$ cat src/rtl/psum_accumulator_pkg.sv
// Shared definitions for the partial-sum accumulator.
// Contents: FSM state encoding, per-column lane width, default widths,
//           and the packed mode word latched at start.
package psum_accumulator_pkg;

  typedef enum logic [1:0] {
    IDLE  = 2'd0,
    ACCUM = 2'd1,
    DONE  = 2'd2
  } state_t;

  // Width of one column sum when the fusion unit runs split.
  localparam int LANE_W = 9;

  localparam int PSUM_W_DEF = 18;
  localparam int ACC_W_DEF  = 32;
  localparam int LEN_W_DEF  = 8;

  // Arithmetic mode captured when an accumulation starts.
  typedef struct packed {
    logic sign;
    logic split_column;
  } mode_t;

endpackage

$ cat src/rtl/psum_accumulator_lane_extend.sv
// Purpose: turn one partial-sum beat into the two ACC_W-wide addends.
// Latency: combinational. Backpressure: none (pure function of inputs).
// Ports: psum (raw beat), sign (1 = two's complement), split_column
//        (1 = two independent lanes); add_lo / add_hi are the addends.
module psum_accumulator_lane_extend
  import psum_accumulator_pkg::*;
#(
  parameter int PSUM_W = PSUM_W_DEF,
  parameter int ACC_W  = ACC_W_DEF
) (
  input  logic [PSUM_W-1:0] psum,
  input  logic              sign,
  input  logic              split_column,
  output logic [ACC_W-1:0]  add_lo,
  output logic [ACC_W-1:0]  add_hi
);

  // Upper lane takes whatever is left above the low column.
  localparam int HI_W = PSUM_W - LANE_W;

  logic lo_msb;
  logic hi_msb;
  logic full_msb;

  // The extension bit is the lane's MSB only in signed mode.
  assign lo_msb   = sign & psum[LANE_W-1];
  assign hi_msb   = sign & psum[PSUM_W-1];
  assign full_msb = sign & psum[PSUM_W-1];

  always_comb begin
    add_lo = '0;
    add_hi = '0;
    if (split_column) begin
      add_lo = {{(ACC_W-LANE_W){lo_msb}}, psum[LANE_W-1:0]};
      add_hi = {{(ACC_W-HI_W){hi_msb}}, psum[PSUM_W-1:LANE_W]};
    end else begin
      add_lo = {{(ACC_W-PSUM_W){full_msb}}, psum};
    end
  end

endmodule

$ cat src/rtl/psum_accumulator.sv
// Purpose: accumulate acc_len partial-sum beats (fused or two-lane split,
//          signed or unsigned) and present the totals on a valid/ready port.
// Latency: out_valid rises the cycle after the last beat is accepted.
// Backpressure: psum_ready only in ACCUM; result held until out_ready.
// Ports: start/start_ready + acc_len/sign/split_column (job config),
//        psum_in/psum_valid/psum_ready (beats), out_lo/out_hi/out_valid/
//        out_ready (result), busy (not idle).
module psum_accumulator
  import psum_accumulator_pkg::*;
#(
  parameter int PSUM_W = PSUM_W_DEF,
  parameter int ACC_W  = ACC_W_DEF,
  parameter int LEN_W  = LEN_W_DEF
) (
  input  logic              clk,
  input  logic              reset,
  input  logic              start,
  output logic              start_ready,
  input  logic [LEN_W-1:0]  acc_len,
  input  logic              sign,
  input  logic              split_column,
  input  logic [PSUM_W-1:0] psum_in,
  input  logic              psum_valid,
  output logic              psum_ready,
  output logic [ACC_W-1:0]  out_lo,
  output logic [ACC_W-1:0]  out_hi,
  output logic              out_valid,
  input  logic              out_ready,
  output logic              busy
);

  state_t             state;
  state_t             state_nxt;
  logic [LEN_W-1:0]   len_q;
  logic [LEN_W-1:0]   cnt;
  mode_t              mode_q;
  logic [ACC_W-1:0]   acc_lo;
  logic [ACC_W-1:0]   acc_hi;
  logic [ACC_W-1:0]   add_lo;
  logic [ACC_W-1:0]   add_hi;
  logic               start_fire;
  logic               beat_fire;
  logic               last_beat;
  logic               len_zero;

  psum_accumulator_lane_extend #(
    .PSUM_W (PSUM_W),
    .ACC_W  (ACC_W)
  ) u_lane_extend (
    .psum         (psum_in),
    .sign         (mode_q.sign),
    .split_column (mode_q.split_column),
    .add_lo       (add_lo),
    .add_hi       (add_hi)
  );

  // len_q is never zero while in ACCUM, so the subtraction cannot wrap there.
  assign last_beat  = (cnt == (len_q - LEN_W'(1)));
  assign len_zero   = (acc_len == '0);
  assign start_fire = start & start_ready;
  assign beat_fire  = psum_valid & psum_ready;

  always_ff @(posedge clk) begin
    if (reset) begin
      state <= IDLE;
    end else begin
      state <= state_nxt;
    end
  end

  always_comb begin
    state_nxt   = state;
    busy        = 1'b1;
    start_ready = 1'b0;
    psum_ready  = 1'b0;
    out_valid   = 1'b0;
    case (state)
      IDLE: begin
        busy        = 1'b0;
        start_ready = 1'b1;
        if (start) begin
          state_nxt = len_zero ? DONE : ACCUM;
        end
      end
      ACCUM: begin
        psum_ready = 1'b1;
        if (psum_valid && last_beat) begin
          state_nxt = DONE;
        end
      end
      DONE: begin
        out_valid = 1'b1;
        // A new job may only be taken in the same cycle the result leaves.
        if (out_ready) begin
          start_ready = 1'b1;
          if (start) begin
            state_nxt = len_zero ? DONE : ACCUM;
          end else begin
            state_nxt = IDLE;
          end
        end
      end
      default: begin
        busy      = 1'b0;
        state_nxt = IDLE;
      end
    endcase
  end

  always_ff @(posedge clk) begin
    if (reset) begin
      len_q  <= '0;
      cnt    <= '0;
      mode_q <= '0;
      acc_lo <= '0;
      acc_hi <= '0;
    end else if (start_fire) begin
      len_q               <= acc_len;
      mode_q.sign         <= sign;
      mode_q.split_column <= split_column;
      cnt                 <= '0;
      acc_lo              <= '0;
      acc_hi              <= '0;
    end else if (beat_fire) begin
      // Modulo 2^ACC_W wrap is intended: no saturation.
      acc_lo <= acc_lo + add_lo;
      acc_hi <= acc_hi + add_hi;
      cnt    <= cnt + LEN_W'(1);
    end
  end

  assign out_lo = acc_lo;
  assign out_hi = acc_hi;

endmodule

$ cat config.mk
export PLATFORM = sky130hd
export DESIGN_NAME = psum_accumulator
export DESIGN_NICKNAME = d
export VERILOG_FILES = /design/src/rtl/psum_accumulator_pkg.sv /design/src/rtl/psum_accumulator_lane_extend.sv /design/src/rtl/psum_accumulator.sv
export SDC_FILE = /design/constraint.sdc
export NUM_CORES = 1
export LEC_CHECK = 0
export BUFFER_PORTS_ARGS = -buffer_cell sky130_fd_sc_hd__buf_2
export CAP_MARGIN = 20
export CORE_MARGIN = 2
export CORE_UTILIZATION = 45
export DETAILED_ROUTE_END_ITERATION = 7
export GPL_TIMING_DRIVEN = 1
export PLACE_DENSITY = 0.66
export SYNTH_ARGS = -nofsm -noshare
export SYNTH_HDL_FRONTEND = slang
export SYNTH_SLANG_ARGS = --single-unit
$ cat constraint.sdc
create_clock -name clk -period 7.6 [get_ports clk]
set_input_delay 0.38 -clock clk [delete_from_list [all_inputs] [get_ports clk]]
set_output_delay 0.38 -clock clk [all_outputs]
set_load 0.05 [all_outputs]
==> impl_summary.md, run 1 <==
Outcome
The flow ran to the end, and the final reports show no timing, DRC or antenna violations.

Layout
The number of antenna diodes in the final layout is 0. Leaving out fill and tap cells, the most frequent cells in the layout are sky130_fd_sc_hd__nand2_1, sky130_fd_sc_hd__buf_2, sky130_fd_sc_hd__nor2_1, sky130_fd_sc_hd__dfxtp_1, sky130_fd_sc_hd__a21oi_1. The share of layout cells above drive strength 1 is 14.7%. The library cell used most frequently in the layout, excluding fill and tap cells, is sky130_fd_sc_hd__nand2_1. The number of standard cells in the layout, taps in and fillers out is 1109. In the final design database the tool counted 1005 nets. Relative to the synthesized area, the layout overhead comes to 13.2%. After routing the design area is 0.00723 mm^2.

Clock tree
The clock root buffer master is sky130_fd_sc_hd__clkbuf_16. The number of CTS-inserted buffers is 9. In this run the deepest clock path goes through 2 buffers.

The clock transition at the registers of the reported paths is 0.06 ns. The count of H-tree levels built during CTS is 3. For this design, the sink count on the clock tree is 84. For the worst-skew pair, the clock arrives at the later sink with an insertion delay of 0.35 ns. The clock tree from TritonCTS is yes. The number of gates resized after CTS was 0. Buffers inserted to repair hold after CTS numbered 0.

The post-CTS setup repair buffer count is 0.

Timing
The accumulated negative setup slack is 0 ns. Derived from the worst setup path, the maximum achievable clock frequency is 0.260 GHz. The final critical path time including I/O delays and setup is 3.85 ns. The actual slew at the worst max-slew pin is 0.694 ns. The final count of hold timing violations is 0. The count of pins over their slew limit was 0. The worst clock skew is 0.00333 ns. The relative slew slack is 53.7%. The worst hold margin is 0.290 ns. Setup violations remaining at the end of the flow were counted as 0.

The final critical path takes up 50.6% of the cycle. Setup repair after global routing left no endpoint under its margin.

Drt
After the first detailed-routing iteration, the DRC count stood at 431. For this run, design rule violations remaining after detail routing come to 0. The number of iterations in the first detailed-routing pass is 5. Dividing the detail-routed wire length by the instance count gives 14.5 um. The count of nets left with antenna violations once routing finished came out at 0. In the routed layout, each cell is associated on average with a via count of 5.64. The routed wire length is 16100 um. The total vias in the final route is 6260.

Critical path
The data required time at the worst endpoint is 7.89 ns. The beginning of the critical path is mode_q[0]. The most critical setup path has its endpoint at out_lo[29]. The critical register-to-register path startpoint is mode_q[0]. The worst setup path is launched from a flip-flop. The worst reg-to-reg path cell count is 11. The critical path arrival is 4.14 ns.

Along the worst path, the maximum fanout reaches 23. STA classifies the critical path endpoint as a flip-flop. The start-to-end type of the worst setup path is flip-flop to flip-flop. The slack of the worst reg-to-reg path is 3.75 ns. The endpoint of the lowest-slack register-to-register path is out_lo[29].

Power and ir drop
The design draws 1.41 mW. Across the VDD grid, the largest voltage drop is 0.164 mV. For this design the ratio of total power to cell area is 195 mW/mm^2.

The leakage power is 3.10 nW.

Yosys
The synthesized netlist net count is 937. The number of cells produced by synthesis is 856. Yosys printed 0 warnings. The synthesized area per cell is 7.46 um^2. For this run, asynchronously set or reset flops after synthesis account for 0%. The post-synthesis register bit count is 84.

The synthesized netlist occupies a cell area of 0.00639 mm^2. The proportion of synthesized chip area in sequential cells is 26.3%. The synthesized design contains 0 enable-type register cells. The dominant synthesized flop cell is sky130_fd_sc_hd__dfxtp_1.

The netlist uses 66 different library cells.

Floorplanning
In this run the standard cell core region covers 0.0139 mm^2. The number of placed I/O pins is 101. The die is 123 um tall. In this run the horizontal extent of the chip is 123 um. The floorplan die area is 0.0152 mm^2. The initial standard-cell utilization of the core is 46.0%.

The placement row count is 43.

Place
Summing all placed instances gives a cell area of 0.00696 mm^2. After detailed placement, the design holds a cell count of 1093. The routability-driven placement congestion ratio is 0.879. The placed wire-length estimate after detailed placement is 11700 um. Port buffering added 100 buffers.

GRT
The pin count of the biggest net entering global routing is 65. The first global-routing pass estimated 26700 um of wire. Global routing finished with a remaining overflow of 0. The number of global-route vias before repair is 5487. The initial antenna violation count is 0. Global routing used 21.8% of the available tracks.

Flow run
The total of max-cap violations is 0.

Hold path
The tightest min-delay check is of the primary input to flip-flop type.
worst max-delay path, stage by stage (launching register included):
cell and delay [ns]:
sky130_fd_sc_hd__dfxtp_1 0.69, sky130_fd_sc_hd__a21boi_1 0.58, sky130_fd_sc_hd__nor2_1 0.12, sky130_fd_sc_hd__ha_1 0.39, sky130_fd_sc_hd__a21oi_1 0.25, sky130_fd_sc_hd__o22ai_1 0.13
sky130_fd_sc_hd__nor4b_1 0.24, sky130_fd_sc_hd__a31oi_1 0.26, sky130_fd_sc_hd__a21o_1 0.26, sky130_fd_sc_hd__a2111oi_0 0.52, sky130_fd_sc_hd__o2111ai_1 0.20, sky130_fd_sc_hd__nand3_1 0.13
kinds of logic after synthesis:
group / Yosys count / share of synthesized area, %
buffers and inverters: 69 / 4.27
flip-flops: 84 / 26.3
XOR/XNOR: 66 / 9.05
AND/OR/NAND/NOR: 361 / 27.2
adder cells (fa/ha/maj): 48 / 9.64
multiplexers: 11 / 1.74
AO/OA/AOI/OAI: 217 / 21.7
worst min-delay path by stage:
stage	from	to	slack, ns	cells past startpoint
after floorplan	len_q[7]	len_q[7]	0.44	2
after global placement	out_hi[31]	out_hi[31]	0.46	2
after detailed placement	out_lo[6]	out_lo[6]	0.46	2
after CTS	sign	mode_q[1]	0.28	3
after global routing	acc_len[6]	len_q[6]	0.30	3
final	sign	mode_q[1]	0.29	3
power by group:
group          switching [mW]  leakage, nW  internal (mW)
combinational           0.341         2.29          0.163
sequential             0.0309        0.679          0.466
clock                   0.181        0.135          0.228
total                   0.554         3.10          0.858
stage by stage:
stage	setup WS, ns	utilization, %
after CTS	3.78	52.1
after global placement	3.91	50.2
after global routing	3.29	52.1
after floorplan	4.47	-
final	3.75	52.1
after detailed placement	3.81	50.2
state kept, by name, summed over array words and instances (netlist names):
signal	flops
mode_q	2
out_hi	32
cnt	8
state	2
len_q	8
out_lo	32
cell usage after synthesis, types with 14 or more instances:
library cell	number	area [um^2]
sky130_fd_sc_hd__dfxtp_1	84	1680
sky130_fd_sc_hd__xnor2_1	36	315
sky130_fd_sc_hd__nand2_1	109	409
sky130_fd_sc_hd__xor2_1	30	263
sky130_fd_sc_hd__a21o_1	16	120
sky130_fd_sc_hd__a21oi_1	83	415
sky130_fd_sc_hd__a31oi_1	16	100
sky130_fd_sc_hd__clkbuf_1	39	146
sky130_fd_sc_hd__nor3_1	18	90.1
sky130_fd_sc_hd__ha_1	46	576
sky130_fd_sc_hd__nand4_1	14	87.6
sky130_fd_sc_hd__nor2_1	96	360
sky130_fd_sc_hd__nand3_1	43	215
sky130_fd_sc_hd__o21ai_0	31	155
sky130_fd_sc_hd__inv_1	21	78.8
layout make-up:
cell class | count | area, um^2
fillers | 1395 | 6650
flip-flops and latches | 84 | 1680
clock inverters | 5 | 27.5
inverters | 21 | 78.8
multi-input cells | 703 | 4440
repair buffers | 105 | 538
clock buffers | 11 | 243
well taps | 180 | 225
metal layers:
layer | share of wire, % | GRT usage, % | routed length, um
met5 | 0 | 0 | 0
met4 | 1.1 | 5.97 | 178
met3 | 5.2 | 3.97 | 836
met2 | 46 | 34.5 | 7490
met1 | 47 | 30.3 | 7610
Power figures use the tool's default switching activity.
==> run 2, diff against run 1 <==
==> constraint.sdc (replaced) <==
create_clock -name clk -period 3.9 [get_ports clk]
set_input_delay 0.195 -clock clk [delete_from_list [all_inputs] [get_ports clk]]
set_output_delay 0.195 -clock clk [all_outputs]
set_load 0.05 [all_outputs]
==> impl_summary.md, run 2 (same netlist as run 1, synthesis figures left out) <==
Outcome
Outcome: finished, final reports clean (unchanged).

Critical path
The worst reg-to-reg path cell count is 11 (unchanged). By instance count, the cell type seen most on the critical path is sky130_fd_sc_hd__a21o_1. The slowest stage cell on the critical path is sky130_fd_sc_hd__a2111oi_0 (was sky130_fd_sc_hd__dfxtp_1).

The largest fanout on the critical path is 14 (was 23). The critical path arrival is 3.77 ns (was 4.14 ns). The endpoint of the lowest-slack register-to-register path is out_lo[29] (unchanged). The data required time at the worst endpoint is 4.19 ns (was 7.89 ns). The largest incremental delay on the critical path is 0.56 ns (was 0.69 ns). The start-to-end type of the worst setup path is flip-flop to flip-flop (unchanged). The category of the worst setup path launch point is a flip-flop (unchanged). The category of the worst setup path capture point is a flip-flop (unchanged). Worst-path cell chain: mux2_2 -> nand2_1 -> inv_1 -> ha_1 -> a21o_1 -> a31oi_1 -> o221ai_1 -> a21o_1 -> a2111oi_0 -> o2111ai_1 -> nand3_1 (was a21boi_1 -> nor2_1 -> ha_1 -> a21oi_1 -> o22ai_1 -> nor4b_1 -> a31oi_1 -> a21o_1 -> a2111oi_0 -> o2111ai_1 -> nand3_1). The slack of the worst reg-to-reg path came to 0.43 ns (was 3.75 ns). The critical register-to-register path startpoint is mode_q[0] (unchanged).

Clock tree
The hold buffer count at cts is 0 (unchanged). The clock root buffer master was sky130_fd_sc_hd__clkbuf_16 (unchanged). The number of clock sinks is 84 (unchanged). The post-CTS setup repair buffer count is 0 (unchanged). The count of H-tree levels built during CTS was 3 (unchanged). The clock tree from TritonCTS is yes (unchanged).

The number of buffers between clock root and the deepest sink was 2 (unchanged). The number of cells upsized or downsized after cts is 0 (unchanged). The clock transition at the registers of the reported paths is 0.06 ns (about the same).

The worst-skew pair later-pin latency was 0.36 ns (was 0.35 ns). The number of CTS-inserted buffers is 9 (unchanged).

Power and ir drop
The power density over the cells is 398 mW/mm^2 (was 195 mW/mm^2). The internal portion of total power is 1.80 mW (was 0.858 mW). The switching part of the total came to 38.3% (was 39.2%). The power share of the clock group is 32.6% (was 29.0%).

The combinational share of power is 34.1% (was 35.8%). The power dissipated by switching net loads was 1.11 mW (was 0.554 mW). The sequential group share of total power is 33.2% (was 35.2%). The leakage power is 3.14 nW (was 3.10 nW).

The worst-case vdd ir drop is 0.262 mV (was 0.164 mV).

GRT
The overall track demand over capacity in global routing is 22.3% (was 21.8%). The initial antenna violation count is 0 (unchanged). The wire length of the first global-routing pass is 27100 um (was 26700 um). The total congestion overflow is 0 (unchanged). The pin count of the biggest net entering global routing is 52 (was 65). The number of global-route vias before repair is 5667 (was 5487).

Timing
The final count of hold timing violations was 0 (unchanged). The relative slew slack is 57.8% (was 53.7%). The actual slew at the worst max-slew pin is 0.633 ns (was 0.694 ns). The setup violation total in the final timing report is 0 (unchanged). The worst clock skew came to 0.0105 ns (was 0.00333 ns). RSZ-0062 raised after global routing: false (unchanged). The share of the clock period used by the worst path after layout came to 89.1% (was 50.6%). The final critical path time including I/O delays and setup is 3.47 ns (was 3.85 ns).

The count of pins over their slew limit is 0 (unchanged). The top achievable clock speed came to 0.288 GHz (was 0.260 GHz). The accumulated negative setup slack is 0 ns (unchanged).

Place
The count of placed standard cells including taps was 1097 (was 1093). The placed wire-length estimate after detailed placement came to 12100 um (was 11700 um). The routability-driven placement congestion ratio is 0.881 (was 0.879).

The port buffer count came to 100 (unchanged).

Floorplanning
The number of placed I/O pins is 101 (unchanged). The initial standard-cell utilization of the core came to 46.0% (unchanged). The y dimension of the die is 123 um (unchanged).

The die boundary width came to 123 um (unchanged). The total core area is 0.0139 mm^2 (unchanged). The placement row count is 43 (unchanged). The floorplan die area is 0.0152 mm^2 (unchanged).

Layout
The number of standard cells in the layout, taps in and fillers out came to 1113 (was 1109). The layout net count is 1009 (was 1005). The total inserted antenna cells is 0 (unchanged).

The most frequent standard cell in the layout excluding fill and tap cells is sky130_fd_sc_hd__nand2_1 (unchanged). Commonest cells after routing, fill and taps aside: sky130_fd_sc_hd__nand2_1, sky130_fd_sc_hd__buf_2, sky130_fd_sc_hd__nor2_1, sky130_fd_sc_hd__dfxtp_1, sky130_fd_sc_hd__a21oi_1 (unchanged). The share of layout cells above drive strength 1 was 15.2% (was 14.7%). The synthesis-to-layout area growth is 14.6% (was 13.2%).

Flow run
The total of max-cap violations came to 0 (unchanged).

Drt
The total vias in the final route came to 6223 (was 6260). The count of nets left with antenna violations after detail routing is 0 (unchanged). The number of DRC markers after the initial detailed-route iteration is 459 (was 431). The routed wire length was 16300 um (was 16100 um). The number of vias per cell is 5.59 (was 5.64). The wire length per cell is 14.6 um (was 14.5 um). The number of iterations in the first detailed-routing pass is 6 (was 5). The detailed-route DRC error count is 0 (unchanged).

Hold path
The worst hold endpoint was mode_q[1] (unchanged). The launch point of the worst hold path is sign (unchanged). The number of cells traversed by the worst hold path came to 3 (unchanged). The kind of path behind the tightest hold check is primary input to flip-flop (unchanged).
-- run 2: changes by cell type in the layout (fill, tap and decap cells not counted), sizes merged --
cell and delta:
buf +4, bufinv +2, clkbuf -2, clkinv -3, clkinvlp +2, inv +1
-- run 2: worst max path at each step --
stage                    from    endpoint  slack [ns]  cells after the start
finish              mode_q[0]  out_lo[29]        0.43                     11
global route        mode_q[0]  out_lo[29]        0.09                     12
global placement    mode_q[0]  out_lo[29]        0.55                     11
detailed placement  mode_q[0]  out_lo[29]        0.47                     11
floorplan           mode_q[0]  out_lo[29]        0.77                     14
CTS                 mode_q[0]  out_lo[29]        0.43                     11
-- run 2: layout make-up --
type	count	area, um^2
tap	180	225
timing repair buffer	109	568
sequential	84	1680
fill	1404	6560
clock inverter	7	100
clock buffer	9	225
inverter	21	78.8
multi-input combinational	703	4440
-- run 2: power groups by stage --
stage	logic (mW)	registers (mW)	clock network, mW
detailed placement	0.993	0.986	0
global route	1.10	0.974	1.01
global placement	0.986	0.984	0
CTS	0.999	0.967	0.973
finish	0.993	0.966	0.950
floorplan	0.716	1.05	0
-- run 2: critical path: cells and delay by family, from the launching register on --
family                     cells  cell delay, ns
AOI/OAI and AO/OA              6            1.55
DFF                            1            0.55
and+or+nand+nor                2            0.26
buffers and inverters          1            0.25
adders and majority gates      1            0.44
muxes                          1            0.38
-- run 2: stage by stage --
stage	power [mW]	hold slack, ns	utilization, %	setup slack (ns)	area [um^2]
after floorplan	1.77	0.264	-	0.773	6390
after global placement	1.97	0.435	50.4	0.545	6990
after detailed placement	1.98	0.438	50.4	0.471	6990
after CTS	2.94	0.0669	52.7	0.428	7320
after global routing	3.08	0.104	52.7	0.0892	7320
final	2.91	0.0745	52.7	0.425	7320
-- run 2: per-layer routing --
metal / GRT usage [%] / vias to the layer above / wire length (um)
met2: 36.5 / 131 / 7560
met3: 5.12 / 18 / 849
li1: - / 3237 / -
met4: 5.75 / 0 / 224
met1: 29.5 / 2837 / 7650
met5: 0 / - / 0
